$ cat src/rtl/dcache_access_ctrl.sv
`timescale 1ns/1ps
`default_nettype none
// ============================================================================
// Module   : dcache_access_ctrl
// Purpose  : Memory-stage sequencer sitting behind the ALU/MEM pipeline
//            register. Converts load/store ops into req/ready transactions on
//            a multi-cycle data cache, freezes the upstream stages while a
//            transaction is outstanding, and produces a registered writeback
//            stream for the register-file stage.
// Ports    : clk, reset (async, active-low)
//            is_write_in/is_load_in/is_store_in, alu_result_in,
//            register_d_in, store_data_in   - op from ALU/MEM register
//            stall_out                      - combinational upstream freeze
//            dc_req/dc_we/dc_addr/dc_wdata  - cache request (registered)
//            dc_rdata/dc_ready              - cache response
//            wb_valid/wb_write/wb_reg/wb_data - writeback pulse
//            err_misalign/err_timeout       - single-cycle error pulses
//            stall_count                    - saturating stalled-cycle count
// Revision : 1.0 - initial release
// ============================================================================
module dcache_access_ctrl #(
  parameter int TIMEOUT_CYCLES = 64,
  parameter int TO_W           = 8
) (
  input  logic        clk,
  input  logic        reset,
  input  logic        is_write_in,
  input  logic        is_load_in,
  input  logic        is_store_in,
  input  logic [31:0] alu_result_in,
  input  logic [4:0]  register_d_in,
  input  logic [31:0] store_data_in,
  output logic        stall_out,
  output logic        dc_req,
  output logic        dc_we,
  output logic [31:0] dc_addr,
  output logic [31:0] dc_wdata,
  input  logic [31:0] dc_rdata,
  input  logic        dc_ready,
  output logic        wb_valid,
  output logic        wb_write,
  output logic [4:0]  wb_reg,
  output logic [31:0] wb_data,
  output logic        err_misalign,
  output logic        err_timeout,
  output logic [31:0] stall_count
);

  typedef enum logic [1:0] {
    S_IDLE = 2'd0,
    S_WAIT = 2'd1,
    S_DONE = 2'd2
  } state_t;

  // A zero timeout disables the abort path entirely.
  localparam bit            c_TO_EN   = (TIMEOUT_CYCLES != 0);
  localparam logic [TO_W-1:0] c_TO_LAST = c_TO_EN ? TO_W'(TIMEOUT_CYCLES - 1) : '0;

  state_t          r_state;
  state_t          w_state_nxt;
  logic [TO_W-1:0] r_to_cnt;
  logic [4:0]      r_rd;
  logic            r_write;

  logic w_mem_op;
  logic w_aligned;
  logic w_timeout_hit;

  assign w_mem_op      = is_load_in | is_store_in;
  assign w_aligned     = (alu_result_in[1:0] == 2'b00);
  // The counter holds the number of WAIT cycles already spent without an
  // answer, so matching TIMEOUT-1 aborts at the end of WAIT cycle TIMEOUT.
  assign w_timeout_hit = c_TO_EN && (r_to_cnt == c_TO_LAST);

  // --------------------------------------------------------------------------
  // State register
  // --------------------------------------------------------------------------
  always_ff @(posedge clk or negedge reset) begin
    if (!reset) begin
      r_state <= S_IDLE;
    end else begin
      r_state <= w_state_nxt;
    end
  end

  // --------------------------------------------------------------------------
  // Next state and stall
  // --------------------------------------------------------------------------
  always_comb begin
    w_state_nxt = r_state;
    stall_out   = 1'b0;
    case (r_state)
      S_IDLE: begin
        if (w_mem_op && w_aligned) begin
          stall_out   = 1'b1;
          w_state_nxt = S_WAIT;
        end
      end
      S_WAIT: begin
        stall_out = 1'b1;
        // A response in the same cycle as the timeout wins.
        if (dc_ready || w_timeout_hit) begin
          w_state_nxt = S_DONE;
        end
      end
      // DONE lasts one cycle and releases the pipeline; the op still sitting
      // in the ALU/MEM register is the one just serviced and is ignored.
      S_DONE: w_state_nxt = S_IDLE;
      default: w_state_nxt = S_IDLE;
    endcase
    // Keep the freeze low while reset is held.
    if (!reset) begin
      stall_out = 1'b0;
    end
  end

  // --------------------------------------------------------------------------
  // Cache request, writeback and error registers
  // --------------------------------------------------------------------------
  always_ff @(posedge clk or negedge reset) begin
    if (!reset) begin
      dc_req       <= 1'b0;
      dc_we        <= 1'b0;
      dc_addr      <= '0;
      dc_wdata     <= '0;
      wb_valid     <= 1'b0;
      wb_write     <= 1'b0;
      wb_reg       <= '0;
      wb_data      <= '0;
      err_misalign <= 1'b0;
      err_timeout  <= 1'b0;
      r_to_cnt     <= '0;
      r_rd         <= '0;
      r_write      <= 1'b0;
    end else begin
      wb_valid     <= 1'b0;
      wb_write     <= 1'b0;
      err_misalign <= 1'b0;
      err_timeout  <= 1'b0;
      case (r_state)
        S_IDLE: begin
          if (w_mem_op) begin
            if (w_aligned) begin
              dc_req   <= 1'b1;
              // A simultaneous load+store flag is treated as a load.
              dc_we    <= is_store_in & ~is_load_in;
              dc_addr  <= alu_result_in;
              dc_wdata <= store_data_in;
              r_rd     <= register_d_in;
              r_write  <= is_write_in;
              r_to_cnt <= '0;
            end else begin
              err_misalign <= 1'b1;
            end
          end else begin
            wb_valid <= 1'b1;
            wb_write <= is_write_in & (register_d_in != 5'd0);
            wb_reg   <= register_d_in;
            wb_data  <= alu_result_in;
          end
        end
        S_WAIT: begin
          if (dc_ready) begin
            dc_req   <= 1'b0;
            wb_valid <= 1'b1;
            wb_reg   <= r_rd;
            if (!dc_we) begin
              wb_write <= r_write & (r_rd != 5'd0);
              wb_data  <= dc_rdata;
            end
          end else begin
            r_to_cnt <= r_to_cnt + 1'b1;
            if (w_timeout_hit) begin
              dc_req      <= 1'b0;
              err_timeout <= 1'b1;
            end
          end
        end
        default: begin
        end
      endcase
    end
  end

  // --------------------------------------------------------------------------
  // Saturating stall counter
  // --------------------------------------------------------------------------
  always_ff @(posedge clk or negedge reset) begin
    if (!reset) begin
      stall_count <= '0;
    end else if (stall_out && (stall_count != 32'hFFFF_FFFF)) begin
      stall_count <= stall_count + 32'd1;
    end
  end

endmodule
`default_nettype wire

$ cat config.mk
export PLATFORM = sky130hd
export DESIGN_NAME = dcache_access_ctrl
export DESIGN_NICKNAME = d
export VERILOG_FILES = /design/src/rtl/dcache_access_ctrl.sv
export SDC_FILE = /design/constraint.sdc
export NUM_CORES = 1
export LEC_CHECK = 0
export ABC_CLOCK_PERIOD_IN_PS = 2500
export BUFFER_PORTS_ARGS = -buffer_cell sky130_fd_sc_hd__buf_2
export CAP_MARGIN = 40
export CORE_MARGIN = 2
export CORE_UTILIZATION = 49
export CTS_CLUSTER_SIZE = 24
export DETAILED_ROUTE_END_ITERATION = 6
export GPL_TIMING_DRIVEN = 0
export PLACE_DENSITY = 0.82
export SYNTH_ARGS = -nofsm -noshare
export SYNTH_HDL_FRONTEND = slang
export SYNTH_SLANG_ARGS = --single-unit
$ cat constraint.sdc
create_clock -name clk -period 2.5 [get_ports clk]
set_input_delay 0.375 -clock clk [delete_from_list [all_inputs] [get_ports clk]]
set_output_delay 0.375 -clock clk [all_outputs]
set_load 0.01 [all_outputs]
* Word level (Yosys, flattened, before mapping) *
Index checks and enable logic that the tools add are counted.

storage, ports and cells
  bits in registers = 155
  latch bits = 0
  RAM bits = 0
  memory bits (read-only) = 0
  input bits = 107
  logic and storage cells = 83
  memories kept = 0

cells by class
  $add $sub $neg = 2
  $mul = 0
  divide/modulo/power cells = 0
  order comparisons = 0
  equality and inequality tests = 12
  shift operators = 0
  multiplexer cells = 35
  bitwise gates (word level) = 5
  reductions and logical operators = 14

operators by type and width
  cell                     number
  $mux W32                 3
  $pmux W32 S2             1
  $add A32 B1 Y32 const B  1
  $ne A32 B32 Y1 const B   1
  $mux W8                  3
  $mux W1                  17
  $ne A2 B2 Y1 const B     8
  $pmux W8 S2              1
  $reduce_and A4 Y1        3
  $mux W5                  2
  $pmux W5 S2              1
  $reduce_bool A5 Y1       2
  $add A8 B1 Y8 const B    1
  $eq A8 B6 Y1 const B     1
  $pmux W1 S2              4
  $reduce_and A3 Y1        2
  $logic_not A2 Y1         2
  $mux W2                  2
  $pmux W2 S2              1
  $and A1 B1 Y1            3
  $ne A3 B3 Y1 const B     1
  $eq A2 B1 Y1 const B     1
  $logic_and A1 B1 Y1      2
  $reduce_and A2 Y1        1
  4 further kinds          4

* Logic depth before layout (Yosys ltp) *
  word-level depth = 6
  mapped depth = 8

* Worst setup path before layout *
OpenSTA, ideal clock, no wires.

  path kind = register -> register
  start point = register stall_count[0]
  end point = register stall_count[1]
  setup time = 0.128 ns
  arrival = 1.930 ns
  data required time = 2.372 ns
  setup slack = 0.442 ns
  stages on the path, launching flop included = 7
  clock period less this slack = 2.058 ns
  path through = dfrtp_1 > ha_1 > nand3_1 > or2_1 > nor4_4 > nor2_2 > mux2_1

between the ends
  cells in the longest elaborated chain, start to end = 2
  elaborated cells between the ends (all ways) = 3
  classes of those cells = add/sub (1); eq/ne (1); reduce/logical (1)

ends and longest elaborated chain
  what                                                                     RTL line  text
  from (decl)                                                              46        output logic [31:0] stall_count
  from (signal assigned)                                                   192       stall_count <= stall_count + 32'd1;
  parallel branches: the longest is 2 deep, another holds $add A32 B1 Y32  n/a

Parallel ways; which one is timed is not known.
A chain may end at the register's enable or synchronous reset.

* Worst setup path in the final report *
  start point = register stall_count[0]
  end point = register stall_count[29]

The elaborated chain is that of the path after synthesis.

==> results.toml <==
[sta]
rsz0062_at_grt = "no"
tns_ns = 0
min_period_over_period_pct = 94.5
finalHoldViolCount = 0
timing.fmax_mhz = 423
worstMarginPinSlew_ns = 0.831
finalCriticalPeriod_ns = 2.36
final.setup.worst_slack_ns = 0.138
slew_headroom_pct = 44.6
setup_viol = 0
final_max_slew_viol_count = 0
skew_ns = 0.00780

[global_route]
grtUsageTotal_pct = 26.4
grt_max_degree = 63
grt_pass1_vias = 5835
grt_overflow = 0
grt_pass1_wl_um = 29600
antenna_found_initial = 2

[critical_path]
timing.rr.start = "stall_count[0]"
worst_r2r_path_depth = 7
end_kind = "register"
cp_data_required_time_ns = 2.77
reg2reg_slack_ns = 0.14
critical_path.max_fanout = 10
start_kind = "register"
reg2reg_to = "stall_count[29]"
cp-startpoint = "stall_count[0]"
crit_type = "register to register"
crit_arrival_ns = 2.63

[synthesis]
seq_area_frac_synth_pct = 58.4
synth_cell_types = 41
synth-seq-cells = 155
synth_area_leaders = "dfrtp_1 58%, nand2_1 12%, mux2i_1 5.6%"
synth_nets = 792
yosysTopAreaCellShare_pct = 58.4
syn_area_mm2 = 0.00664
synth_area_per_cell_um2 = 9.72
yosys.area.top_type = "dfrtp_1"
synth_warnings = 0
synth_cells = 683

[cells_and_area]
fillCellCount = 1070
finalNonFillerCells = 1144
multi_input_area_mm2 = 0.00258
seqCellArea_mm2 = 0.00388
layout_commonest_cell = "buf_2"
drive_above_1_share_pct = 32.3
layout_common_cells = "263 x buf_2, 220 x nand2_1, 154 x dfrtp_1"
area_growth_pct = 34.6
final_core_util_pct = 67.4
nets = 1063

[clocking]
h-tree-depth = 4
clock_latency_ns = 0.42
cts_root_buf = "clkbuf_16"
cts.path.max_buffers = 2
post_cts_buffers = 0
cts_buffers = 17
path_clk_slew_ns = 0.07
cts.sinks = 155
tritoncts = "yes"

[power_and_ir_drop]
p_per_area_mw_per_mm2 = 985
peakVddDrop_mv = 0.553
p_leak_nw = 4.71

[floorplanning]
die-width_um = 120
placementRows = 42
die_y_um = 120
start_util_pct = 50.1
die_area_mm2 = 0.0145
core_area_mm2 = 0.0132
num_io_pins = 247

[placement]
gp_congestion = 0.864
port_buffers = 246
pre_cts_ws_ns = -0.369
place_hpwl_um = 13200
placedCellCount = 1107

[detailed_routing]
drt-pass1-iter-count = 5
detail_route.wl_per_cell_um = 16.3
finalWirelength_um = 18700
ant_nets = 0
avgViaCountPerCell = 5.21
vias = 5965
drcViolationCount = 0
drt-initial-drc-count = 423

[run_status]
status = "finished clean"

[flow_run]
max_cap_violations = 0

[worst_hold_path]
hold_class = "input port to asynchronous set/reset pin"
## layer usage
| layer | vias up | track usage (%) | wire length [µm] |
|---|---|---|---|
| met2 | 256 | 43.6 | 9110 |
| li1 | 2808 | - | - |
| met5 | - | 0 | 13 |
| met3 | 38 | 5.75 | 1270 |
| met4 | 2 | 11.5 | 478 |
| met1 | 2861 | 33.8 | 7810 |
## area by class of cell
class	instances	share of cell area (%)
Antenna cell	1	0.0280
Buffer	34	1.81
Clock buffer	19	4.96
Clock inverter	13	2.42
Inverter	6	0.252
Multi-Input combinational cell	488	28.9
Sequential cell	155	43.4
Tap cell	176	2.47
Timing Repair Buffer	252	15.7
## how the worst max path moves through the flow
| stage | to |
|---|---|
| after floorplan | stall_count[1] |
| after global placement | stall_out |
| after detailed placement | stall_out |
| after CTS | stall_out |
| after global routing | stall_count[29] |
| final | stall_count[29] |
## worst max-delay path: stages (launching register included)
cell	delay, ns
dfrtp_1	0.42
ha_1	0.22
nand3_1	0.17
or2_1	0.32
nor4_4	0.62
buf_6	0.23
nor4_1	0.08
xor2_1	0.16
## Yosys cell counts
master / n
nand2_1: 220
dfrtp_1: 155
nor2_1: 55
a21oi_1: 42
mux2i_1: 37
nand3_1: 22
xor2_1: 20
buf_2: 19
clkbuf_1: 14
nor4_1: 13
xnor2_1: 13
nand4_1: 11
nor3_1: 7
inv_1: 6
and2_1: 5
and3_1: 5
and4_1: 4
o31ai_1: 3
ha_1: 2
nand2b_1: 2
nand4_2: 2
nor2b_1: 2
o21ai_0: 2
or2_1: 2
or2_2: 2
or3_1: 2
or4_1: 2
a21boi_1: 1
a31oi_1: 1
buf_6: 1
mux2_1: 1
mux2_2: 1
nor2_2: 1
nor3b_1: 1
nor4_4: 1
nor4b_1: 1
o2111ai_1: 1
o21a_1: 1
o311ai_0: 1
o31a_1: 1
o41ai_1: 1
## where the power goes
part / internal [mW] / switching [mW] / total, mW / leakage, nW
combinational: 0.964 / 1.35 / 2.32 / 2.49
clock: 1.81 / 1.04 / 2.85 / 0.310
sequential: 3.21 / 0.429 / 3.63 / 1.91
## logic make-up after synthesis
group	after synthesis	share of synthesized area, %
buf+inv	40	2.73
simple gates	360	23.7
fa+ha+maj	2	0.377
mux	39	5.92
xor+xnor	33	4.35
flops	155	58.4
compound gates	54	4.51
## what timing repair did
action / CTS / global route
endpoints found under the hold margin: 62 / 0
hold buffers: 3 / 0
resized for setup: 3 / 3
gates cloned: 1 / 0
setup endpoints to repair: 1 / 1
## through the flow
stage	area (µm²)	hold WS (ns)	total power [mW]
floorplan	6640	0.0794	4.82
global placement	8090	0.452	5.85
detailed placement	8140	0.397	5.96
CTS	8920	0.0365	8.84
global route	8930	0.0484	9.31
finish	8930	0.0368	8.80
No activity file was read; power rests on OpenSTA's default activity.
